===== src/rtl/io_switch_debounce.sv =====
// io_switch_debounce
// Input conditioning for the CPU's two I/O input ports. Each port takes raw
// asynchronous switch levels, passes them through a two-flop synchroniser and
// debounces the whole word. A new value is accepted only after it has been
// stable for DB_CYCLES consecutive cycles. Each port then presents the
// debounced value as a zero-extended 32-bit word, along with a one-cycle
// change pulse. Every output comes straight from a register.

module io_switch_debounce #(
    parameter int SW_WIDTH  = 5,
    parameter int DB_CYCLES = 1000000
) (
    input  logic                clock,
    input  logic                resetn,
    input  logic [SW_WIDTH-1:0] sw0,
    input  logic [SW_WIDTH-1:0] sw1,
    output logic [31:0]         in_port0,
    output logic [31:0]         in_port1,
    output logic                changed0,
    output logic                changed1
);

    // The counter only ever reaches DB_CYCLES-1, so clog2(DB_CYCLES) bits are enough.
    localparam int                CNT_W   = $clog2(DB_CYCLES);
    localparam logic [CNT_W-1:0]  CNT_MAX = CNT_W'(DB_CYCLES - 1);
    localparam logic [CNT_W-1:0]  CNT_ONE = CNT_W'(1);

    // Two identical, independent port instances.
    for (genvar p = 0; p < 2; p++) begin : g_port
        logic [SW_WIDTH-1:0] raw;
        logic [SW_WIDTH-1:0] s1;
        logic [SW_WIDTH-1:0] s2;
        logic [SW_WIDTH-1:0] prev;
        logic [SW_WIDTH-1:0] stable;
        logic [CNT_W-1:0]    cnt;
        logic                chg;

        assign raw = (p == 0) ? sw0 : sw1;

        // Two-flop synchroniser plus a one-cycle history of the synchronised word.
        always_ff @(posedge clock or negedge resetn) begin
            if (!resetn) begin
                s1   <= '0;
                s2   <= '0;
                prev <= '0;
            end else begin
                s1   <= raw;
                s2   <= s1;
                prev <= s2;
            end
        end

        // Whole-word qualification. Any bit moving restarts the count, so a
        // multi-bit change is accepted all at once. A return to the accepted
        // value simply drops the pending change.
        always_ff @(posedge clock or negedge resetn) begin
            if (!resetn) begin
                cnt    <= '0;
                stable <= '0;
                chg    <= 1'b0;
            end else begin
                chg <= 1'b0;
                if (s2 != prev) begin
                    cnt <= '0;
                end else if (s2 == stable) begin
                    cnt <= '0;
                end else if (cnt == CNT_MAX) begin
                    stable <= s2;
                    cnt    <= '0;
                    chg    <= 1'b1;
                end else begin
                    cnt <= cnt + CNT_ONE;
                end
            end
        end
    end

    // Zero-extension is wiring only, so each output stays a pure register output.
    assign in_port0 = 32'(g_port[0].stable);
    assign in_port1 = 32'(g_port[1].stable);
    assign changed0 = g_port[0].chg;
    assign changed1 = g_port[1].chg;

endmodule


===== config.mk =====
export PLATFORM = sky130hd
export DESIGN_NAME = io_switch_debounce
export DESIGN_NICKNAME = d
export VERILOG_FILES = /design/src/rtl/io_switch_debounce.sv
export SDC_FILE = /design/constraint.sdc
export NUM_CORES = 1
export LEC_CHECK = 0
export BUFFER_PORTS_ARGS = -buffer_cell sky130_fd_sc_hd__buf_2
export CORE_ASPECT_RATIO = 1.5
export CORE_UTILIZATION = 25
export CTS_BUF_LIST = sky130_fd_sc_hd__clkbuf_16
export DETAILED_ROUTE_END_ITERATION = 12
export PLACE_DENSITY_LB_ADDON = 0.25
export SLEW_MARGIN = 20
export SYNTH_ARGS = -nofsm -noshare
export SYNTH_HDL_FRONTEND = slang
export SYNTH_SLANG_ARGS = --single-unit
export TNS_END_PERCENT = 5

===== constraint.sdc =====
create_clock -name clock -period 3.3 [get_ports clock]
set_clock_uncertainty 0.1 [all_clocks]
set_input_delay 0 -clock clock [delete_from_list [all_inputs] [get_ports clock]]
set_output_delay 0 -clock clock [all_outputs]
set_load 0.02 [all_outputs]

# Yosys cells after proc, flatten, opt, wreduce, memory -nomap -nowiden

Cells that the tools add are included.

Memory bits (read-only): 0
Flip-flop bits (word level): 82
Memory bits (writable): 0
Memories kept: 0
Latch bits: 0

Reduce and logical (&&, ||, !) cells: 2
Shift operators: 0
Mux-type cells: 12
Equal/unequal tests: 6
Order comparisons: 0
Div/mod/pow operators: 0
Add/sub/neg operators: 2
$mul: 0
Bitwise logic cells: 4

Operators with widths:

| operator                | count |
|---|---|
| $mux W20                | 6 |
| $add A20 B1 Y20 const B | 2 |
| $eq A20 B20 Y1 const B  | 2 |
| $eq A5 B5 Y1            | 2 |
| $ne A5 B5 Y1            | 2 |
| $mux W1                 | 6 |
| $reduce_and A3 Y1       | 2 |
| $not A1 Y1              | 4 |

# Logic depth before layout (Yosys ltp)

Gate-level depths: netlist of run 1.

Depth after elaboration: 4
Gate-level depth with buffers: 8
Mapped depth without buffers: 6

# Worst setup path before layout of run 1

No wires, ideal clock.

Path type: register to register
Start: register g_port[0].stable[2]
End: register g_port[0].stable[0]
Cell stages (with the launch flop): 6
Buffers on the path: 0
Library setup time: 0.128 ns
Period minus slack after synthesis: 1.892 ns
Required time: 3.072 ns
Slack: 1.408 ns
Data arrival time: 1.664 ns
Cells stage by stage: dfrtp_1 > xor2_1 > nor2_1 > a2111oi_4 > nand4_2 > mux2_1

Word-level cells in the longest chain between the ends: 3

RTL lines:

| what                        | RTL line | text |
|---|---|---|
| from (decl)                 | 34       | `logic [SW_WIDTH-1:0] stable;` |
| from (signal assigned)      | 59       | `stable <= '0;` |
| from (signal assigned)      | 68       | `stable <= s2;` |
| $eq A5 B5 Y1                | 65       | `end else if (s2 == stable) begin` |
| $not A1 Y1 (no line)        | -        |  |
| $reduce_and A3 Y1 (no line) | -        |  |

Every way passes these cells.
A chain may end at the register's enable or synchronous reset.

# Final worst setup path of run 1

Start: register g_port[0].s2[1]
End: register g_port[0].stable[0]

Word-level cells in the longest chain between the ends: 3
Elaborated cells between the ends (all ways): 5
Classes of those cells: 2 x eq/ne; 2 x bitwise; 1 x reduce/logical

RTL lines:

| what                                         | RTL line | text |
|---|---|---|
| from (decl)                                  | 32       | `logic [SW_WIDTH-1:0] s2;` |
| from (signal assigned)                       | 44       | `s2 <= '0;` |
| from (signal assigned)                       | 48       | `s2 <= s1;` |
| $eq A5 B5 Y1 or $ne A5 B5 Y1 (tied branches) | 65, 63   |  |
| $not A1 Y1 (no line)                         | -        |  |
| $reduce_and A3 Y1 (no line) *                | -        |  |

Every way passes the cells marked *; elsewhere a longest branch is shown, timed or not.

==> results.txt, run 1 <==
Synth cell types: 32
met3 wire length: 155 um
starting density of the core: 0.255
met2 WL post-DR: 3.36 mm
Total GRT Usage: 0.0922
1st-pass router iterations: 4
R2R depth: 5
Rel. slew slack: 0.486
RSZ-0062 raised after global routing: false
WP data arrival: 2150 ps
Post-Place Worst Slack: 1210 ps
RD Place Congestion: 0.731
Worst-Skew Late Latency: 340 ps
post-CTS resize count: 0
Routed WL: 6.41 mm
vias in the first global route: 2212
fin crit share: 0.616
Fin Setup TNS: 0 ps
Die ar.: 0.0159 mm^2
TritonCTS clock tree: built
Die H: 154 um
TritonCTS Buffers: 9
Post-synth EDFFs: 0
grt ovf: 0
design area: 0.00442 mm^2
fraction of layout cells with a size suffix above 1: 0.136
Post-Synthesis Cell Area: 0.00385 mm^2
PD cells: 506 mW/mm^2
Reg2Reg Launch Point: g_port[0].s2[1]
Placeable Area: 0.0151 mm^2
post-layout net count: 391
Primary FF master, synth: dfrtp_1
Max Cap Viol: 0
antenna diode count: 0
flop and latch count out of synthesis: 82
peak supply drop: 274 uV
Avg Cell Area, Syn: 11.4 um^2
I/O Buffers: 23
outcome: complete, no violations
fmax: 0.492 GHz
post-synthesis sequential area ratio: 0.533
Worst-Margin Slew: 771 ps
clock tree buffer depth: 2
row count: 55
Max Slew Vio Count: 0
Min Hold Slack: 161 ps
Final WS setup: 1270 ps
initial antenna violation count: 0
Num Clock Sinks: 82
mean number of vias per cell: 3.89
Worst Path Max Fanout: 5
post-synthesis cell count: 337
DR DRC count: 0
FFs w/ async S/R, synth: 1.00
placed inst area: 0.00398 mm^2
CP required: 3420 ps
Final min period: 2030 ps
Startpoint Class: flip-flop
Crit Path Category: reg2reg
H-tree levels: 3
FF-to-FF setup slack: 1270 ps
Tot Pwr: 2.23 mW
r2r endpoint: g_port[0].stable[0]
Yosys warnings: 0
io pins: 78
Starting DRT DRC Count: 66
M1 wire length: 2.70 mm
top layer in use: met4
most common cell after layout, fill and taps aside: dfrtp_1
Fin. Hold Viols: 0
post-DP HPWL: 4.34 mm
area grow syn2layout: 14.8%
Vias: 2258
Final ANT Viol Nets: 0
Clk pin slew, worst setup/hold paths: 60 ps
clk root buf: clkbuf_16
die width: 103 um
Leak: 2.01 nW
global-route wire length before repair: 11.0 mm
final setup fails: 0
CP Capture Type: flip-flop
largest net degree at the start of global routing: 83
Hold Crit Class: in2async
DR WL/cell: 11.0 um
most frequent cells in the layout: dfrtp_1, conb_1, nor2_1
==> per-layer routing <==
layer,track usage,vias up
met1,0.105,1120
met5,0,-
met4,0.0657,0
met2,0.151,50
met3,0.0177,11
li1,-,1077
==> area by class of cell <==
cell class,instances,area (um^2)
timing repair buffer,34,231
clock inverter,7,92.6
inverter,2,7.51
sequential,82,2050
tap,199,249
fill,1570,10700
clock buffer,9,225
multi-input combinational,248,1560
==> cells in the mapped netlist, types with 2 or more instances <==
cell	count	area, um^2
and4_1	4	35.0
mux2_1	5	56.3
and2_1	3	18.8
xnor2_1	27	236
nor2_1	50	188
nor3_1	9	45.0
nor4_1	3	18.8
xor2_1	29	254
dfrtp_1	82	2050
ha_1	2	25.0
a2111oi_4	2	55.1
buf_4	56	420
and3_1	10	62.6
nand4_1	9	56.3
inv_1	2	7.51
nand3_1	10	50.1
nand2_1	15	56.3
mux2_4	5	75.1
==> state kept, by name (all words and copies together) (netlist names) <==
register	count
g_port.cnt	40
g_port.prev	10
g_port.s1	10
g_port.s2	10
g_port.stable	10
changed0	1
changed1	1
==> stage by stage <==
stage / util / std cells
after floorplan: - / 390
after global placement: 0.264 / 554
after detailed placement: 0.264 / 554
after CTS: 0.293 / 581
after global routing: 0.293 / 581
final: 0.293 / 581
==> logic make-up after synthesis <==
logic type / count (synthesis) / share of synthesized area
muxes: 10 / 0.0341
buffers and inverters: 60 / 0.113
and+or+nand+nor: 124 / 0.170
xor gates and xnor gates: 56 / 0.127
adders and majority gates: 2 / 0.00650
other: 1 / 0.000975
DFF: 82 / 0.533
AOI/OAI and AO/OA: 2 / 0.0143
==> timing repair <==
action                                 4_1_cts  5_1_grt
setup endpoints to repair                    0        0
hold buffers                                11        0
buffers inserted                             0        0
endpoints found under the hold margin       92        0
==> critical path, stage by stage, from the launching register on <==
cell	delay [ps]
dfrtp_1	420
xnor2_1	180
nand3_1	140
a2111oi_4	440
nand4_2	270
mux2_1	380
==> where the power goes <==
group          total (mW)  internal [mW]  switching (mW)
Sequential           1.04           1.02          0.0134
Combinational       0.119         0.0265          0.0928
Clock                1.08          0.663           0.413
Total                2.23           1.71           0.519
==> how the worst max path moves through the flow <==
stage / slack [ps] / from / depth (start not counted) / end
after floorplan: 1410 / g_port[0].stable[2] / 5 / g_port[0].stable[0]
after global placement: 1210 / g_port[0].s2[1] / 5 / g_port[0].stable[4]
after detailed placement: 1210 / g_port[0].s2[1] / 5 / g_port[0].stable[0]
after CTS: 1190 / g_port[0].s2[1] / 5 / g_port[0].stable[0]
after global routing: 1060 / g_port[0].s2[4] / 5 / g_port[0].stable[0]
final: 1270 / g_port[0].s2[1] / 5 / g_port[0].stable[0]
No activity file was read; power rests on OpenSTA's default activity.
==> run 2, diff against run 1 <==
ABC_AREA = 1   (was default)
clock period = 2 ns   (was 3.3 ns; I/O delays follow)
==> run 2 against run 1 <==
Effect of this change: largest power group is now registers; sequential share of layout area shrank 4.6 points; clock power grew 56%; cell area grew 11%; global-route usage grew 0.54 points; die area grew 12%.
==> results.txt, run 2 <==
clk root buf: clkbuf_16
TritonCTS clock tree: built
starting density of the core: 0.257
most common cell after layout, fill and taps aside: nand2_1
final core utilization: 0.291
final setup fails: 0
top cells by count, synth: nand2_1, dfrtp_1, nor2_1
RSZ-0062 raised after global routing: true
Fin. Hold Viols: 0
largest net degree at the start of global routing: 47
vias in the first global route: 2931
Leak: 2.23 nW
Avg Cell Area, Syn: 8.45 um^2
die width: 109 um
Worst-Skew Late Latency: 330 ps
TritonCTS Buffers: 9
Routed WL: 7.90 mm
post-CTS setup buffer count: 0
fin crit share: 0.920
post-synthesis sequential area ratio: 0.474
io pins: 78
largest cells by area after synthesis: dfrtp_1, nand2_1, buf_4, nor2_1, inv_1
grt ovf: 0
Die H: 163 um
H-tree levels: 3
post-DP HPWL: 5.80 mm
Max Slew Vio Count: 0
placed inst area: 0.00449 mm^2
largest register by flop count: g_port.cnt
antenna diode count: 0
design area: 0.00490 mm^2
initial antenna violation count: 0
Primary FF master, synth: dfrtp_1
Vias: 3043
clock tree buffer depth: 2
CP Capture Type: flip-flop
peak supply drop: 367 uV
Post-Synthesis Cell Area: 0.00433 mm^2
Largest register FFs: 40
fmax: 0.544 GHz
Clk pin slew, worst setup/hold paths: 60 ps
WP data arrival: 1950 ps
flop and latch count out of synthesis: 82
clock share of power: 0.465
most common cell in the netlist: nand2_1
Reg power frac: 0.474
Hold Crit Class: in2async
Worst Path Max Fanout: 18
mean number of vias per cell: 3.96
outcome: complete, no violations
DR WL/cell: 10.3 um
PD cells: 738 mW/mm^2
Crit Path Category: reg2reg
Final min period: 1840 ps
DR DRC count: 0
Total GRT Usage: 0.0976
Fin Setup TNS: 0 ps
Num Clock Sinks: 82
Final ANT Viol Nets: 0
RD Place Congestion: 0.814
post-layout net count: 570
CP required: 2110 ps
Startpoint Class: flip-flop
Die ar.: 0.0178 mm^2
Combinational Power Share: 0.061
Yosys warnings: 0
most frequent cells in the layout: nand2_1, dfrtp_1, nor2_1
Post-synth EDFFs: 0
Synth cell types: 27
Placeable Area: 0.0168 mm^2
Yosys top cell area share: 0.474
post-synthesis cell count: 512
Net Sw Frac: 0.223
Starting DRT DRC Count: 114
I/O Buffers: 23
1st-pass router iterations: 5
Max Cap Viol: 0
area grow syn2layout: 13.2%
global-route wire length before repair: 13.5 mm
Yosys top cell by area: dfrtp_1
fraction of layout cells with a size suffix above 1: 0.134
P_sw: 0.808 mW
internal power: 2.81 mW
FFs w/ async S/R, synth: 1.00
row count: 58
==> run 2: repair_timing <==
action,4_1_cts,5_1_grt
hold buffers,11,0
endpoints found under the hold margin,92,0
setup endpoints to repair,0,2
gates resized for setup,0,1
==> run 2: power groups by stage <==
stage / clock (mW) / sequential, mW / combinational, mW
6_report: 1.68 / 1.71 / 0.219
5_1_grt: 1.80 / 1.72 / 0.252
4_1_cts: 1.73 / 1.72 / 0.222
3_5_place_dp: 0 / 1.75 / 0.205
3_3_place_gp: 0 / 1.74 / 0.204
2_1_floorplan: 0 / 1.74 / 0.231
==> run 2: layer usage <==
layer	vias to the layer above	routed length [um]	track usage
met3	13	273	0.0251
met2	72	4180	0.170
met1	1419	3300	0.113
met4	0	148	0.0376
li1	1539	-	-
met5	-	0	0
==> run 2: cell type report <==
| type | count | area, um^2 |
|---|---|---|
| Inverter | 56 | 210 |
| Multi-Input combinational cell | 371 | 1820 |
| Clock buffer | 9 | 225 |
| Tap cell | 210 | 263 |
| Fill cell | 1808 | 11900 |
| Sequential cell | 82 | 2050 |
| Clock inverter | 4 | 71.3 |
| Timing Repair Buffer | 36 | 255 |
==> run 2: through the flow <==
| stage | std cells | total power, mW | setup WS [ps] | hold WS (ps) |
|---|---|---|---|---|
| 6_report | 768 | 3.61 | 160 | 60.5 |
| 5_1_grt | 768 | 3.77 | -13.4 | 120 |
| 4_1_cts | 768 | 3.67 | 140 | 69.6 |
| 3_5_place_dp | 744 | 1.95 | 150 | -103 |
| 3_3_place_gp | 744 | 1.95 | 188 | -113 |
| 2_1_floorplan | 565 | 1.97 | 371 | -396 |
==> run 2: final timing paths <==
check / startpoint / endpoint / slack (ps) / cells past startpoint
hold / removal: resetn / g_port[1].prev[0] / 60 / 2
setup / recovery: g_port[0].cnt[0] / g_port[0].cnt[15] / 160 / 8
max in group asynchronous: resetn / g_port[1].cnt[14] / 1130 / 3
setup reg to reg: g_port[0].cnt[0] / g_port[0].cnt[15] / 160 / 8
hold reg to reg: g_port[0].s1[0] / g_port[0].s2[0] / 250 / 0
min in group clock: sw1[0] / g_port[1].s1[0] / 200 / 2
==> run 2: logic make-up after synthesis <==
group                    Yosys count  share of synthesized area
AND/OR/NAND/NOR                  278                      0.296
buffers and inverters            112                      0.152
flip-flops                        82                      0.474
XOR/XNOR                          32                     0.0648
AO/OA/AOI/OAI                      5                    0.00723
adder cells (fa/ha/maj)            2                    0.00578
other                              1                   0.000867
==> run 2: worst max-delay path, cell delays in order (launching register included) <==
cell     delay [ps]
dfrtp_1         370
ha_1            220
nand2_1          80
nor2_2          200
nand2_2          90
nor3_2          190
inv_1           110
nand2_4         270
nor2_1           90
==> run 3, diff against run 2 <==
ABC_AREA = default   (was 1)
==> run 3 against run 2 <==
Effect of this change: register-to-register slack got worse by 30 ps; critical endpoint is now g_port[0].stable[4]; combinational power fell by 2%; flip-flop and latch count did not move; critical path depth fell by 3; die area fell by 11%; worst setup slack got worse by 29 ps; core utilization rose by 0.91 points; non-clock buffer count rose by 9; via count fell by 25%.
==> results.txt, run 3 (same netlist as run 1, synthesis figures left out) <==
Max Slew Vio Count: 0
largest net degree at the start of global routing: 44
Crit Path Category: reg2reg
Max Cap Viol: 0
CP Capture Type: flip-flop
I/O Buffers: 23
RSZ-0062 raised after global routing: true
peak supply drop: 368 uV
Fin. Hold Viols: 0
Worst-Margin Slew: 553 ps
R2R depth: 5
final setup fails: 0
final core utilization: 0.300
clk root buf: clkbuf_16
CP required: 2120 ps
WP data arrival: 1990 ps
clock tree buffer depth: 2
1st-pass router iterations: 4
post-layout net count: 402
area grow syn2layout: 17.5%
fmax: 0.535 GHz
most common cell after layout, fill and taps aside: dfrtp_1
Fin Setup TNS: 0 ps
vias in the first global route: 2384
DR DRC count: 0
most frequent cells in the layout: dfrtp_1, conb_1, nor2_1
Hold Crit Class: in2async
Worst Path Max Fanout: 5
antenna diode count: 0
fin crit share: 0.934
Die H: 154 um
Die ar.: 0.0159 mm^2
mean number of vias per cell: 3.88
TritonCTS clock tree: built
global-route wire length before repair: 11.2 mm
starting density of the core: 0.255
H-tree levels: 3
Starting DRT DRC Count: 125
PD cells: 781 mW/mm^2
io pins: 78
Total GRT Usage: 0.0924
outcome: complete, no violations
Tot Pwr: 3.53 mW
DR WL/cell: 10.8 um
Placeable Area: 0.0151 mm^2
RD Place Congestion: 0.722
initial antenna violation count: 0
Worst-Skew Late Latency: 340 ps
Clk pin slew, worst setup/hold paths: 60 ps
Startpoint Class: flip-flop
post-DP HPWL: 4.54 mm
die width: 103 um
TritonCTS Buffers: 9
largest register by flop count: g_port.cnt
Vias: 2296
Largest register FFs: 40
Final ANT Viol Nets: 0
Leak: 2.08 nW
Routed WL: 6.38 mm
Rel. slew slack: 0.631
Final min period: 1870 ps
row count: 55
fraction of layout cells with a size suffix above 1: 0.161
grt ovf: 0
Num Clock Sinks: 82
[run 3: power breakdown]
part / internal (mW) / total, mW / switching, mW
clock: 0.953 / 1.60 / 0.649
combinational: 0.0570 / 0.214 / 0.157
sequential: 1.69 / 1.71 / 0.0214
[run 3: per-layer routing]
layer  wire length [um]  global-route usage  vias up
li1                   -                   -     1095
met1               2550               0.101     1136
met2               3450               0.159       53
met3                181              0.0218       12
met4                190              0.0530        0
met5                  0                   0        -
[run 3: critical path, cell delays in order, from the launching register on]
cell and delay [ps]:
dfrtp_1 400, xor2_1 180, nor2_1 80, a2111oi_4 430, nand4_4 200, mux2_1 360
[run 3: per-stage QoR]
step	instances	area (um^2)	hold WS [ps]	setup slack, ps
2_1_floorplan	390	4050	-396	108
3_3_place_gp	565	4120	-70.2	48.1
3_5_place_dp	565	4120	-61.3	20.7
4_1_cts	591	4520	121	28.8
5_1_grt	591	4520	166	-19.0
6_report	591	4520	92.8	131
[run 3: worst paths after layout]
kind	startpoint	end	slack, ps
setup / recovery	g_port[0].s2[1]	g_port[0].stable[4]	130
hold / removal	resetn	g_port[1].s1[0]	90
setup reg to reg	g_port[0].s2[1]	g_port[0].stable[4]	130
hold reg to reg	g_port[0].s1[3]	g_port[0].s2[3]	250
max in group asynchronous	resetn	g_port[0].cnt[6]	1000
min in group clock	sw0[0]	g_port[0].s1[0]	200
[run 3: layout make-up]
cell class                 instances  area [um^2]
timing repair buffer              45          360
clock buffer                       9          225
sequential                        82         2050
inverter                           2         7.51
clock inverter                     6         60.1
fill                            1546        10600
multi-input combinational        248         1570
tap                              199          249
[run 3: timing repair]
action                                 CTS  global route
gates resized for setup                  1             0
hold buffers                            11             0
endpoints found under the hold margin   51             0
setup endpoints to repair                2            28
setup buffers                            0             0
pin swaps                                0             4
